File: config.mk
export PLATFORM = sky130hd
export DESIGN_NAME = uart_mmio_bridge
export DESIGN_NICKNAME = d
export VERILOG_FILES = /design/src/rtl/uart_mmio_bridge.sv
export SDC_FILE = /design/constraint.sdc
export NUM_CORES = 1
export LEC_CHECK = 0
export BUFFER_PORTS_ARGS = -buffer_cell sky130_fd_sc_hd__buf_2
export CORE_MARGIN = 2
export CORE_UTILIZATION = 45
export CTS_BUF_LIST = sky130_fd_sc_hd__clkbuf_8
export CTS_CLUSTER_SIZE = 14
export DETAILED_ROUTE_END_ITERATION = 12
export PLACE_DENSITY = 0.74
export SLEW_MARGIN = 40
export SYNTH_ARGS = -nofsm -noshare
export SYNTH_HDL_FRONTEND = slang
export SYNTH_SLANG_ARGS = --single-unit
File: constraint.sdc
create_clock -name clk -period 2.3 [get_ports clk]
set_input_delay 0.46 -clock clk [delete_from_list [all_inputs] [get_ports clk]]
set_output_delay 0.46 -clock clk [all_outputs]
set_load 0.05 [all_outputs]
File: src/rtl/uart_mmio_bridge.sv
// uart_mmio_bridge: bus-mapped RX/TX FIFOs with FSMs sequencing the UART receive handshake and transmit pulses.
module uart_mmio_bridge #(
  parameter int RX_DEPTH = 8,
  parameter int TX_DEPTH = 8
) (
  input  logic        clk,
  input  logic        rst,
  input  logic        sel,
  input  logic        we,
  input  logic        re,
  input  logic [1:0]  addr,
  input  logic [7:0]  wdata,
  output logic [31:0] rdata,
  input  logic        rx_flag,
  input  logic [7:0]  rx_data,
  input  logic        parity_error,
  input  logic        uart_busy,
  output logic        rx_flag_clr,
  output logic [7:0]  tx_data,
  output logic        tx_send,
  output logic        irq
);
  localparam int RA = $clog2(RX_DEPTH);
  localparam int TA = $clog2(TX_DEPTH);
  localparam logic [RA:0] RX_FULL = (RA+1)'(RX_DEPTH);
  localparam logic [TA:0] TX_FULL = (TA+1)'(TX_DEPTH);
  localparam logic [RA:0] RX_ONE = (RA+1)'(1);
  localparam logic [TA:0] TX_ONE = (TA+1)'(1);

  typedef enum logic [1:0] {RX_IDLE, RX_WAIT_DONE, RX_CAPTURE, RX_CLEAR} rx_state_t;
  typedef enum logic [1:0] {TX_IDLE, TX_START, TX_WAIT_BUSY, TX_WAIT_DONE} tx_state_t;

  rx_state_t rx_state, rx_next;
  tx_state_t tx_state, tx_next;
  logic [7:0] rx_mem [RX_DEPTH];
  logic [7:0] tx_mem [TX_DEPTH];
  logic [RA-1:0] rx_wp, rx_rp;
  logic [TA-1:0] tx_wp, tx_rp;
  logic [RA:0] rx_cnt, rx_cnt_nx;
  logic [TA:0] tx_cnt, tx_cnt_nx;
  logic [1:0] tmo;
  logic rx_overrun, par_err, ovr_nx, par_nx;
  logic rx_full, rx_empty, tx_full, tx_empty;
  logic rx_push, rx_pop, tx_push, tx_pop, capture, st_wr;

  assign rx_full  = rx_cnt == RX_FULL;
  assign rx_empty = rx_cnt == '0;
  assign tx_full  = tx_cnt == TX_FULL;
  assign tx_empty = tx_cnt == '0;
  assign capture  = rx_state == RX_CAPTURE;
  assign rx_pop   = sel & re & (addr == 2'd0) & ~rx_empty;
  // A same-cycle CPU pop frees a slot, so a capture into a full FIFO still lands.
  assign rx_push  = capture & (~rx_full | rx_pop);
  assign tx_pop   = tx_state == TX_START;
  assign tx_push  = sel & we & (addr == 2'd0) & (~tx_full | tx_pop);
  assign st_wr    = sel & we & (addr == 2'd1);
  assign ovr_nx   = (capture & rx_full & ~rx_pop) | (rx_overrun & ~(st_wr & wdata[2]));
  assign par_nx   = (capture & parity_error) | (par_err & ~(st_wr & wdata[3]));
  assign rx_cnt_nx = (rx_push & ~rx_pop) ? rx_cnt + RX_ONE : (rx_pop & ~rx_push) ? rx_cnt - RX_ONE : rx_cnt;
  assign tx_cnt_nx = (tx_push & ~tx_pop) ? tx_cnt + TX_ONE : (tx_pop & ~tx_push) ? tx_cnt - TX_ONE : tx_cnt;
  assign rx_flag_clr = rx_state == RX_CLEAR;
  assign tx_send     = tx_state == TX_START;

  always_comb begin
    rx_next = rx_state;
    case (rx_state)
      RX_IDLE:      rx_next = rx_flag ? RX_WAIT_DONE : RX_IDLE;
      RX_WAIT_DONE: rx_next = uart_busy ? RX_WAIT_DONE : RX_CAPTURE;
      RX_CAPTURE:   rx_next = RX_CLEAR;
      default:      rx_next = RX_IDLE;
    endcase
  end

  // The busy timeout covers a UART whose busy flag rises late or never.
  always_comb begin
    tx_next = tx_state;
    case (tx_state)
      TX_IDLE:      tx_next = (~tx_empty & ~uart_busy) ? TX_START : TX_IDLE;
      TX_START:     tx_next = TX_WAIT_BUSY;
      TX_WAIT_BUSY: tx_next = (uart_busy | (tmo == 2'd3)) ? TX_WAIT_DONE : TX_WAIT_BUSY;
      default:      tx_next = uart_busy ? TX_WAIT_DONE : TX_IDLE;
    endcase
  end

  always_comb begin
    rdata = addr == 2'd0 ? {24'b0, rx_empty ? 8'h00 : rx_mem[rx_rp]}
          : addr == 2'd1 ? {26'b0, uart_busy, tx_empty, par_err, rx_overrun, tx_full, ~rx_empty}
          : addr == 2'd2 ? 32'(rx_cnt)
          : 32'b0;
  end

  always_ff @(posedge clk) begin
    if (rx_push) rx_mem[rx_wp] <= rx_data;
    if (tx_push) tx_mem[tx_wp] <= wdata;
  end

  always_ff @(posedge clk or posedge rst) begin
    if (rst) begin
      rx_state   <= RX_IDLE;
      tx_state   <= TX_IDLE;
      rx_wp      <= '0;
      rx_rp      <= '0;
      tx_wp      <= '0;
      tx_rp      <= '0;
      rx_cnt     <= '0;
      tx_cnt     <= '0;
      rx_overrun <= 1'b0;
      par_err    <= 1'b0;
      irq        <= 1'b0;
      tmo        <= 2'd0;
      tx_data    <= 8'h00;
    end else begin
      rx_state   <= rx_next;
      tx_state   <= tx_next;
      rx_cnt     <= rx_cnt_nx;
      tx_cnt     <= tx_cnt_nx;
      rx_overrun <= ovr_nx;
      par_err    <= par_nx;
      irq        <= (rx_cnt_nx != '0) | ovr_nx;
      tmo        <= tx_state == TX_WAIT_BUSY ? tmo + 2'd1 : 2'd0;
      if (rx_push) rx_wp <= rx_wp + RA'(1);
      if (rx_pop) rx_rp <= rx_rp + RA'(1);
      if (tx_push) tx_wp <= tx_wp + TA'(1);
      if (tx_pop) tx_rp <= tx_rp + TA'(1);
      if (tx_state == TX_IDLE && tx_next == TX_START) tx_data <= tx_mem[tx_rp];
    end
  end
endmodule

==> flow_metrics.env, run 1 <==
export IMPL_placedInstanceArea_mm2=0.00786
export IMPL_grt_start_max_net_pins=38
export IMPL_drt_total_wl_um=13000
export IMPL_ys_flop_type="edfxtp_1"
export IMPL_clkLatencyLatePin_ps=440
export IMPL_viasPerCell=5.17
export IMPL_synth_top_family_by_area="multiplexers"
export IMPL_leakage_nw=3.15
export IMPL_drt_pass1_iter_count=4
export IMPL_layout_commonest_cell="edfxtp_1"
export IMPL_clock_path_buffers=2
export IMPL_stdcell_count=768
export IMPL_synth_top_area_share_pct=54.5
export IMPL_final_cell_mix="edfxtp_1 (128), buf_4 (59), buf_2 (38), dfrtp_1 (36), mux4_2 (32)"
export IMPL_synth_seq_cells=165
export IMPL_die_w_um=129
export IMPL_min_path_type="input port to asynchronous set/reset pin"
export IMPL_p_total_mw=9.71
export IMPL_status="finished, violations left"
export IMPL_cp_start_kind="flip-flop"
export IMPL_rsz0062_at_grt="yes"
export IMPL_slew_viol_final=0
export IMPL_p_per_area_mw_per_mm2=1150
export IMPL_io_pins=69
export IMPL_max_slew_margin_rel_pct=61.2
export IMPL_nets=586
export IMPL_fin_util_pct=55.2
export IMPL_vias=3967
export IMPL_track_usage_pct=16.7
export IMPL_num_fill_cells=1173
export IMPL_synth_xor_xnor_area_share_pct=1.49
export IMPL_io_buffers=44
export IMPL_gr_total_overflow=0
export IMPL_tightest_slew_ps=581
export IMPL_setup_slack_ps=-289
export IMPL_ys_types=51
export IMPL_ys_seq_area_share_pct=67.6
export IMPL_area_growth_pct=19.3
export IMPL_fin_crit_ps=2590
export IMPL_synth_edf_count=128
export IMPL_ff2ff_setup_slack_ps=30
export IMPL_cts_tree="done"
export IMPL_setup_violations=8
export IMPL_cp_data_arrival_time_ps=2130
export IMPL_peakVddDrop_v=0.000660
export IMPL_dpl_hpwl_um=8840
export IMPL_synthesis_area_mm2=0.00706
export IMPL_gp_congestion=0.861
export IMPL_ys_warn_count=0
export IMPL_initial_utilization_pct=46.2
export IMPL_ant_nets=0
export IMPL_syn_inst=436
export IMPL_fmax_ghz=0.386
export IMPL_drc_errors=0
export IMPL_grt_pass1_vias=4095
export IMPL_violations="setup timing"
export IMPL_synthAdderAreaFrac_pct=2.77
export IMPL_synthSimpleGateAreaFrac_pct=6.63
export IMPL_cp_max_fo=10
export IMPL_synth_area_top_cells="edfxtp_1 (54%), dfrtp_1 (13%), mux4_2 (10%), buf_4 (2.6%), ha_1 (2.5%)"
export IMPL_root_buffer="clkbuf_8"
export IMPL_cts_sinks=165
export IMPL_end_kind="primary output"
export IMPL_period_share_pct=113
export IMPL_setup_worst_path_class="flip-flop to primary output"
export IMPL_dpl_cell_count=727
export IMPL_htree_num_levels=4
export IMPL_antenna_found_initial=0
export IMPL_skew_ps=13.3
export IMPL_placement_rows=45
export IMPL_dieArea_mm2=0.0167
export IMPL_wl_per_cell_um=17.0
export IMPL_cap_violations=0
export IMPL_fp_dieH_um=129
export IMPL_core_area_mm2=0.0153
export IMPL_synth_avg_cell_area_um2=16.2
export IMPL_synth_async_sr_flop_share_pct=22.4
export IMPL_drtIter0Drc=298
export IMPL_antennaDiodeCount=0
export IMPL_drive_gt1_share_pct=36.1
export IMPL_stdcell_area_mm2=0.00842
export IMPL_synth_compound_area_share_pct=4.31
export IMPL_clk_pin_slew_ps=90
export IMPL_synthMuxAreaShare_pct=13.0
export IMPL_cp_data_required_time_ps=1840
export IMPL_finalHoldViolations=0
export IMPL_cts_buffers=17
export IMPL_grt_pass1_wl_um=20700
export IMPL_synth_largest_area_cell="edfxtp_1"
export IMPL_cts_hold_buffers=0
==> final timing paths <==
kind | from | endpoint | depth (start not counted)
worst max-delay path | rx_rp[0] | rdata[2] | 6
worst min-delay path | rst | tx_data[7] | 3
worst max register to register | tx_cnt[0] | tx_cnt[3] | 13
worst min register to register | tmo[0] | tmo[0] | 1
max in group asynchronous | rst | rx_rp[0] | 3
min in group clk | parity_error | par_err | 2
==> routing by layer <==
layer  up-vias  share of wire [%]  global-route usage, %
met3        13                5.6                   4.54
li1       1847                  -                      -
met4         0                1.2                   6.07
met2       124                 52                   28.3
met5         -                  0                      0
met1      1983                 42                   20.6
==> flip-flops by register name, summed over array words and instances, names as in the netlist, 2 cells and up <==
signal and cells:
tx_wp 3, rx_rp 3, tx_state 2, tx_rp 3, tmo 2, rx_wp 3
rx_state 2, tx_cnt 4, tx_mem 64, tx_data 8, rx_mem 64, rx_cnt 4
==> synthesized netlist by cell type (2+ instances only) <==
library cell and number:
a22o_1 2, o22ai_1 2, a21oi_1 5, nor4_1 3, a31oi_1 2, dfrtp_1 37
nand4_1 3, mux2_2 4, nand3_1 3, a21o_1 2, mux4_2 32, xor2_1 3
a22oi_1 2, ha_1 14, o21ai_0 20, nand2_1 32, edfxtp_1 128, nand2b_1 7
a211o_1 2, buf_2 5, nor3_1 12, and2_1 2, buf_4 24, clkbuf_1 7
inv_1 9, buf_6 2, nor2b_1 6, mux2i_1 15, a211oi_1 2, nor2_1 19
buf_1 2, xnor2_1 9
==> stage by stage <==
step / setup TNS (ps) / setup WS, ps / hold WS (ps)
CTS: -2220 / -334 / 103
global route: -2760 / -375 / 136
floorplan: -146 / -146 / 409
detailed placement: -142 / -91.9 / 435
global placement: -58.2 / -58.2 / 421
finish: -1770 / -289 / 115
==> cell type report <==
cell class	count	area, um^2	share of cell area (%)
Inverter	9	36.3	0.431
Sequential cell	165	4770	56.6
Multi-Input combinational cell	245	2220	26.4
Clock inverter	14	129	1.53
Clock buffer	17	234	2.78
Tap cell	211	264	3.13
Timing Repair Buffer	107	763	9.06
==> cells by family (layout without fill, tap and decap cells) <==
group                      after synthesis  after routing
DFF                                    165            165
and+or+nand+nor                         95             95
muxes                                   51             51
buffers and inverters                   49            147
AOI/OAI and AO/OA                       48             48
adders and majority gates               15             15
xor gates and xnor gates                12             12
other                                    1             24
==> power by group <==
part           leakage [nW]  internal (mW)  total (mW)  switching (mW)
registers              1.60           3.64        4.06           0.425
logic                  1.37           1.77        3.74            1.97
clock network         0.180          0.860        1.91            1.05
total                  3.15           6.27        9.71            3.45
==> what timing repair did <==
action                     in CTS  in global routing
gates resized for setup        17                 16
setup endpoints to repair       9                 33
pin swaps                       5                  7
buffers inserted                5                  5
==> critical path, cell delays in order (launching register included) <==
cell and delay [ps]:
dfrtp_2 420, buf_12 160, mux4_2 510, mux2i_2 230
buf_4 160, o21ai_2 60, buf_6 160
No activity file was read; power rests on OpenSTA's default activity.
==> run 2: changes to the inputs <==
--- a/config.mk
+++ b/config.mk
@@ -5,8 +5,9 @@
 export SDC_FILE = /design/constraint.sdc
 export NUM_CORES = 1
 export LEC_CHECK = 0
+export ABC_AREA = 1
 export BUFFER_PORTS_ARGS = -buffer_cell sky130_fd_sc_hd__buf_2
-export CORE_MARGIN = 2
+export CORE_MARGIN = 1.5
 export CORE_UTILIZATION = 45
 export CTS_BUF_LIST = sky130_fd_sc_hd__clkbuf_8
 export CTS_CLUSTER_SIZE = 14
==> run 2 against run 1 <==
Against the previous run:
- first-iteration DRC count up 18%
- via count up 25%
- the flow still finishes with violations (setup timing)
- critical endpoint is now rdata[3]
- sequential power down 3%
- cell count up 28%
==> flow_metrics.env, run 2 <==
export IMPL_power_frac_clock_pct=20.1
export IMPL_skew_ps=14.7
export IMPL_gr_total_overflow=0
export IMPL_cts_sinks=165
export IMPL_synthesis_area_mm2=0.00730
export IMPL_viasPerCell=5.06
export IMPL_area_growth_pct=17.7
export IMPL_end_kind="primary output"
export IMPL_internal_power_mw=6.22
export IMPL_clk_pin_slew_ps=90
export IMPL_peakVddDrop_v=0.000852
export IMPL_clkLatencyLatePin_ps=460
export IMPL_grt_pass1_wl_um=24300
export IMPL_sw_frac_of_total_pct=40.5
export IMPL_drc_errors=0
export IMPL_ys_warn_count=0
export IMPL_vias=4973
export IMPL_io_pins=69
export IMPL_drtIter0Drc=353
export IMPL_fp_dieH_um=130
export IMPL_initial_utilization_pct=46.0
export IMPL_synth_edf_count=128
export IMPL_cp_start_kind="flip-flop"
export IMPL_tightest_slew_ps=504
export IMPL_cts_buffers=17
export IMPL_ys_types=39
export IMPL_ys_flop_type="edfxtp_1"
export IMPL_wl_per_cell_um=15.3
export IMPL_seq_power_share_pct=37.9
export IMPL_synth_area_top_cells="edfxtp_1 (53%), dfrtp_1 (13%), nand2_1 (6.5%), nor2_1 (5.1%), o21ai_0 (3.7%)"
export IMPL_combPwrFrac_pct=42.0
export IMPL_drt_pass1_iter_count=5
export IMPL_max_slew_margin_rel_pct=66.3
export IMPL_fin_crit_ps=2420
export IMPL_io_buffers=44
export IMPL_regArea_mm2=0.00477
export IMPL_synth_largest_area_cell="edfxtp_1"
export IMPL_fmax_ghz=0.413
export IMPL_clock_path_buffers=2
export IMPL_placedInstanceArea_mm2=0.00793
export IMPL_hold_worst_slack_ps=117
export IMPL_core_area_mm2=0.0159
export IMPL_syn_inst=656
export IMPL_cts_tree="done"
export IMPL_reg_largest_list="rx_mem x64, tx_mem x64, tx_data x8"
export IMPL_p_total_mw=10.4
export IMPL_cp_data_required_time_ps=1840
export IMPL_layout_commonest_cell="edfxtp_1"
export IMPL_drt_total_wl_um=15100
export IMPL_track_usage_pct=19.2
export IMPL_synth_top_area_share_pct=52.6
export IMPL_synth_avg_cell_area_um2=11.1
export IMPL_netlist_top_cells_count="edfxtp_1 (128), nand2_1 (126), nor2_1 (100)"
export IMPL_place_ws_ps=54.7
export IMPL_placement_rows=46
export IMPL_period_share_pct=105
export IMPL_ant_nets=0
export IMPL_die_w_um=130
export IMPL_slew_viol_final=0
export IMPL_nets=794
export IMPL_setup_slack_ps=-118
export IMPL_grt_start_max_net_pins=38
export IMPL_multi_input_area_mm2=0.00231
export IMPL_p_sw_mw=4.23
export IMPL_num_fill_cells=1379
export IMPL_synth_async_sr_flop_share_pct=22.4
export IMPL_synth_seq_cells=165
export IMPL_finalHoldViolations=0
export IMPL_htree_num_levels=4
export IMPL_setup_violations=8
export IMPL_cap_violations=0
export IMPL_leakage_nw=3.47
export IMPL_status="finished, violations left"
export IMPL_drive_gt1_share_pct=22.7
export IMPL_cp_max_fo=10
export IMPL_stdcell_area_mm2=0.00859
export IMPL_final_cell_mix="edfxtp_1 (128), nand2_1 (126), nor2_1 (98), buf_4 (51), o21ai_0 (49)"
export IMPL_p_per_area_mw_per_mm2=1220
export IMPL_dieArea_mm2=0.0170
export IMPL_root_buffer="clkbuf_8"
export IMPL_antennaDiodeCount=0
export IMPL_antenna_found_initial=0
export IMPL_yosysMostFrequentCell="edfxtp_1"
export IMPL_dpl_hpwl_um=9970
export IMPL_cp_data_arrival_time_ps=1960
export IMPL_rsz0062_at_grt="yes"
export IMPL_gp_congestion=0.877
export IMPL_setup_worst_path_class="flip-flop to primary output"
export IMPL_min_path_type="input port to asynchronous set/reset pin"
export IMPL_violations="setup timing"
export IMPL_grt_pass1_vias=4683
export IMPL_ys_seq_area_share_pct=65.3
## run 2: cell types whose count changed after synthesis, sizes merged, moves of 15 or more
| cell | before | now |
|---|---|---|
| mux4 | 32 | 0 |
| mux2i | 15 | 0 |
| o21ai | 21 | 76 |
| nand2 | 32 | 131 |
| inv | 9 | 34 |
| nand3 | 3 | 26 |
| nor2 | 19 | 104 |
## run 2: routing by layer
| layer | track usage (%) | up-vias | share of wire (%) |
|---|---|---|---|
| met3 | 4.40 | 24 | 5.3 |
| met5 | 0 | - | 0 |
| met4 | 7.56 | 0 | 2.2 |
| met1 | 25.9 | 2372 | 45 |
| li1 | - | 2417 | - |
| met2 | 30.3 | 160 | 48 |
## run 2: area by class of cell
class | instances | area share [%]
repair buffers | 97 | 8.16
clock inverters | 15 | 1.94
inverters | 36 | 1.62
well taps | 216 | 3.15
multi-input cells | 436 | 26.8
clock buffers | 17 | 2.72
flip-flops and latches | 165 | 55.6
## run 2: worst paths after layout
kind                             start           to  slack [ps]  cells after the start
min in group clk               rx_flag  rx_state[0]         230                      3
setup / recovery              rx_rp[1]     rdata[3]        -120                      6
max in group asynchronous          rst     rx_rp[0]        1810                      3
hold / removal                     rst  rx_state[0]         120                      3
setup reg to reg           tx_state[1]    tx_cnt[3]         160                     14
hold reg to reg                 tmo[0]       tmo[0]         430                      1
## run 2: what timing repair did
action                     in CTS  in global routing
resized for setup              33                 13
buffers inserted               11                  3
gates cloned                    1                  0
setup endpoints to repair       8                  9
hold buffers                    0                  0
pin swaps                      11                 10
## run 2: worst max-delay path, stage by stage, from the launching register on
cell and delay, ps:
dfrtp_2 460, buf_4 210, o21ai_0 110, o211ai_1 280, o211ai_1 150, nand3_1 100
buf_4 200
## run 2: power groups by stage
stage / combinational (mW) / clock (mW) / sequential, mW
floorplan: 2.65 / 0 / 4.15
global placement: 3.84 / 0 / 3.99
detailed placement: 3.89 / 0 / 4.00
CTS: 4.26 / 2.14 / 3.95
global route: 4.88 / 2.25 / 4.01
finish: 4.39 / 2.10 / 3.95
## run 2: kinds of logic after synthesis
group           Yosys count  synth area share (%)
simple gates            275                  16.7
flops                   165                  65.3
compound gates          110                  8.47
buf+inv                  78                  5.35
fa+ha+maj                15                  2.67
xor+xnor                 12                  1.44
other cells               1                0.0514
## run 2: through the flow
step	utilization, %	std cells	setup TNS [ps]
3_5_place_dp	49.9	935	0
3_3_place_gp	49.9	935	0
2_1_floorplan	-	679	-376
4_1_cts	53.7	979	-724
5_1_grt	54.1	982	-1710
6_report	54.1	982	-714
==> run 3: changes to the inputs <==
--- a/config.mk
+++ b/config.mk
@@ -5,7 +5,6 @@
 export SDC_FILE = /design/constraint.sdc
 export NUM_CORES = 1
 export LEC_CHECK = 0
-export ABC_AREA = 1
 export BUFFER_PORTS_ARGS = -buffer_cell sky130_fd_sc_hd__buf_2
 export CORE_MARGIN = 1.5
 export CORE_UTILIZATION = 45
==> run 3 against run 2 <==
Against the previous run:
- the flow still finishes with violations (setup timing)
- sequential share of layout area rose by 1.2 points
- sequential cell count did not move
- critical path depth unchanged
- core utilization rose by 1.0 points
- setup slack got worse by 120 ps
- global-route usage shrank 0.91 points
- register-to-register slack got worse by 110 ps
- highest routed layer unchanged
==> flow_metrics.env, run 3 (synthesis gave the netlist of run 1 again) <==
export IMPL_p_per_area_mw_per_mm2=1180
export IMPL_slowest_delay_ps=520
export IMPL_p_sw_mw=3.45
export IMPL_end_kind="primary output"
export IMPL_gr_total_overflow=0
export IMPL_core_area_mm2=0.0153
export IMPL_io_buffers=44
export IMPL_rsz0062_at_grt="yes"
export IMPL_fmax_ghz=0.394
export IMPL_layout_commonest_cell="edfxtp_1"
export IMPL_crit_slowest_cell="mux4_2"
export IMPL_leakage_nw=3.13
export IMPL_ant_nets=0
export IMPL_grt_pass1_vias=4114
export IMPL_cts_sinks=165
export IMPL_violations="setup timing"
export IMPL_reg_largest_list="rx_mem x64, tx_mem x64, tx_data x8"
export IMPL_clk_pin_slew_ps=90
export IMPL_drive_gt1_share_pct=34.9
export IMPL_cap_violations=0
export IMPL_cp_data_arrival_time_ps=2080
export IMPL_clkLatencyLatePin_ps=450
export IMPL_final_cell_mix="edfxtp_1 (128), buf_4 (56), buf_2 (36), dfrtp_1 (36)"
export IMPL_period_share_pct=110
export IMPL_htree_num_levels=4
export IMPL_combPwrFrac_pct=38.1
export IMPL_area_growth_pct=19.1
export IMPL_grt_pass1_wl_um=22000
export IMPL_slew_viol_final=0
export IMPL_fin_util_pct=55.1
export IMPL_wl_met1_um=5730
export IMPL_cp_start_kind="flip-flop"
export IMPL_viasPerCell=5.23
export IMPL_seq_power_share_pct=40.9
export IMPL_crit_family="multiplexers"
export IMPL_dr_max_layer_used="met4"
export IMPL_crit_path_cell_trace="buf_12, mux4_2, mux2i_1, buf_4, o21ai_2, buf_6"
export IMPL_nets=579
export IMPL_setup_worst_path_class="flip-flop to primary output"
export IMPL_cts_hold_buffers=0
export IMPL_io_pins=69
export IMPL_dpl_hpwl_um=9360
export IMPL_drc_errors=0
export IMPL_wl_met2_um=7280
export IMPL_fp_dieH_um=128
export IMPL_root_buffer="clkbuf_8"
export IMPL_crit_buf_inv=3
export IMPL_tightest_slew_ps=565
export IMPL_placement_rows=45
export IMPL_gp_congestion=0.878
export IMPL_wl_met3_um=675
export IMPL_initial_utilization_pct=46.2
export IMPL_setup_violations=8
export IMPL_drt_total_wl_um=13900
export IMPL_cts_tree="done"
export IMPL_wl_per_cell_um=18.2
export IMPL_skew_ps=11.4
export IMPL_vias=3980
export IMPL_drt_pass1_iter_count=5
export IMPL_clock_path_buffers=2
export IMPL_power_frac_clock_pct=21.0
export IMPL_max_slew_margin_rel_pct=62.1
export IMPL_setup_slack_ps=-239
export IMPL_drtIter0Drc=345
export IMPL_status="finished, violations left"
export IMPL_die_w_um=128
export IMPL_grt_start_max_net_pins=38
export IMPL_dieArea_mm2=0.0164
export IMPL_fin_crit_ps=2540
export IMPL_internal_power_mw=6.44
export IMPL_antennaDiodeCount=0
export IMPL_peakVddDrop_v=0.000632
export IMPL_track_usage_pct=18.3
export IMPL_multi_input_area_mm2=0.00224
export IMPL_ff2ff_setup_slack_ps=50
export IMPL_sw_frac_of_total_pct=34.9
export IMPL_regArea_mm2=0.00477
export IMPL_cp_max_fo=8
export IMPL_num_fill_cells=1179
export IMPL_p_total_mw=9.89
export IMPL_finalHoldViolations=0
export IMPL_cp_data_required_time_ps=1840
export IMPL_antenna_found_initial=0
export IMPL_cts_buffers=17
export IMPL_min_path_type="input port to asynchronous set/reset pin"
run 3: cell types whose count changed in the layout (fill, tap and decap cells not counted), sizes merged, moves of 11 or more:
| cell | previous run | this run |
|---|---|---|
| mux4 | 0 | 32 |
| nand2 | 131 | 32 |
| o211ai | 11 | 0 |
| o21ai | 76 | 21 |
| mux2i | 0 | 15 |
| inv | 43 | 13 |
| nand3 | 26 | 3 |
| o22ai | 16 | 2 |
| nor2 | 104 | 19 |
run 3: final timing paths:
kind,from,to,cells past startpoint
worst max register to register,tx_cnt[2],tx_cnt[3],12
max in group asynchronous,rst,rx_rp[0],3
worst min register to register,tmo[0],tmo[0],1
worst min-delay path,rst,tmo[0],3
worst max-delay path,rx_rp[0],rdata[2],6
min in group clk,parity_error,par_err,2
run 3: layer usage:
metal	global-route usage [%]	vias up
met5	0	-
met4	6.21	0
met2	30.7	133
li1	-	1823
met3	5.26	17
met1	22.8	2007
run 3: area by class of cell:
class | count | share of cell area [%]
flip-flops and latches | 165 | 56.7
multi-input cells | 245 | 26.6
repair buffers | 100 | 8.42
well taps | 211 | 3.14
clock buffers | 17 | 2.78
clock inverters | 14 | 1.87
inverters | 9 | 0.432
run 3: repair_timing:
action | in CTS | in global routing
gates resized for setup | 32 | 1
pin swaps | 7 | 5
buffers inserted | 2 | 2
endpoints found under the setup margin | 9 | 41
endpoints found under the hold margin | 0 | 0
run 3: metrics by stage:
step	hold slack (ps)	TNS (ps)	area (um^2)	setup WS [ps]	cells
floorplan	409	-146	7210	-146	459
global placement	422	0	7840	3.06	726
detailed placement	430	-127	7840	-95.4	726
CTS	115	-1910	8390	-287	759
global route	122	-2630	8410	-363	761
finish	117	-1630	8410	-239	761
run 3: worst reg2reg max path, stage by stage (launching register included):
cell       delay (ps)
dfrtp_1           400
nor3_2            210
nand2_1           110
o2111ai_4         210
inv_2              80
ha_4              170
inv_4              70
ha_4              200
a21o_1            170
a21oi_2           140
xnor2_1           150
nor2_1             80
xor2_1            160
run 3: power by group through the flow:
stage	Sequential (mW)	Clock, mW	Combinational [mW]
after global placement	4.05	0	3.36
after CTS	4.04	2.13	3.76
final	4.05	2.08	3.77
after floorplan	4.19	0	2.40
after detailed placement	4.09	0	3.49
after global routing	4.11	2.26	4.06
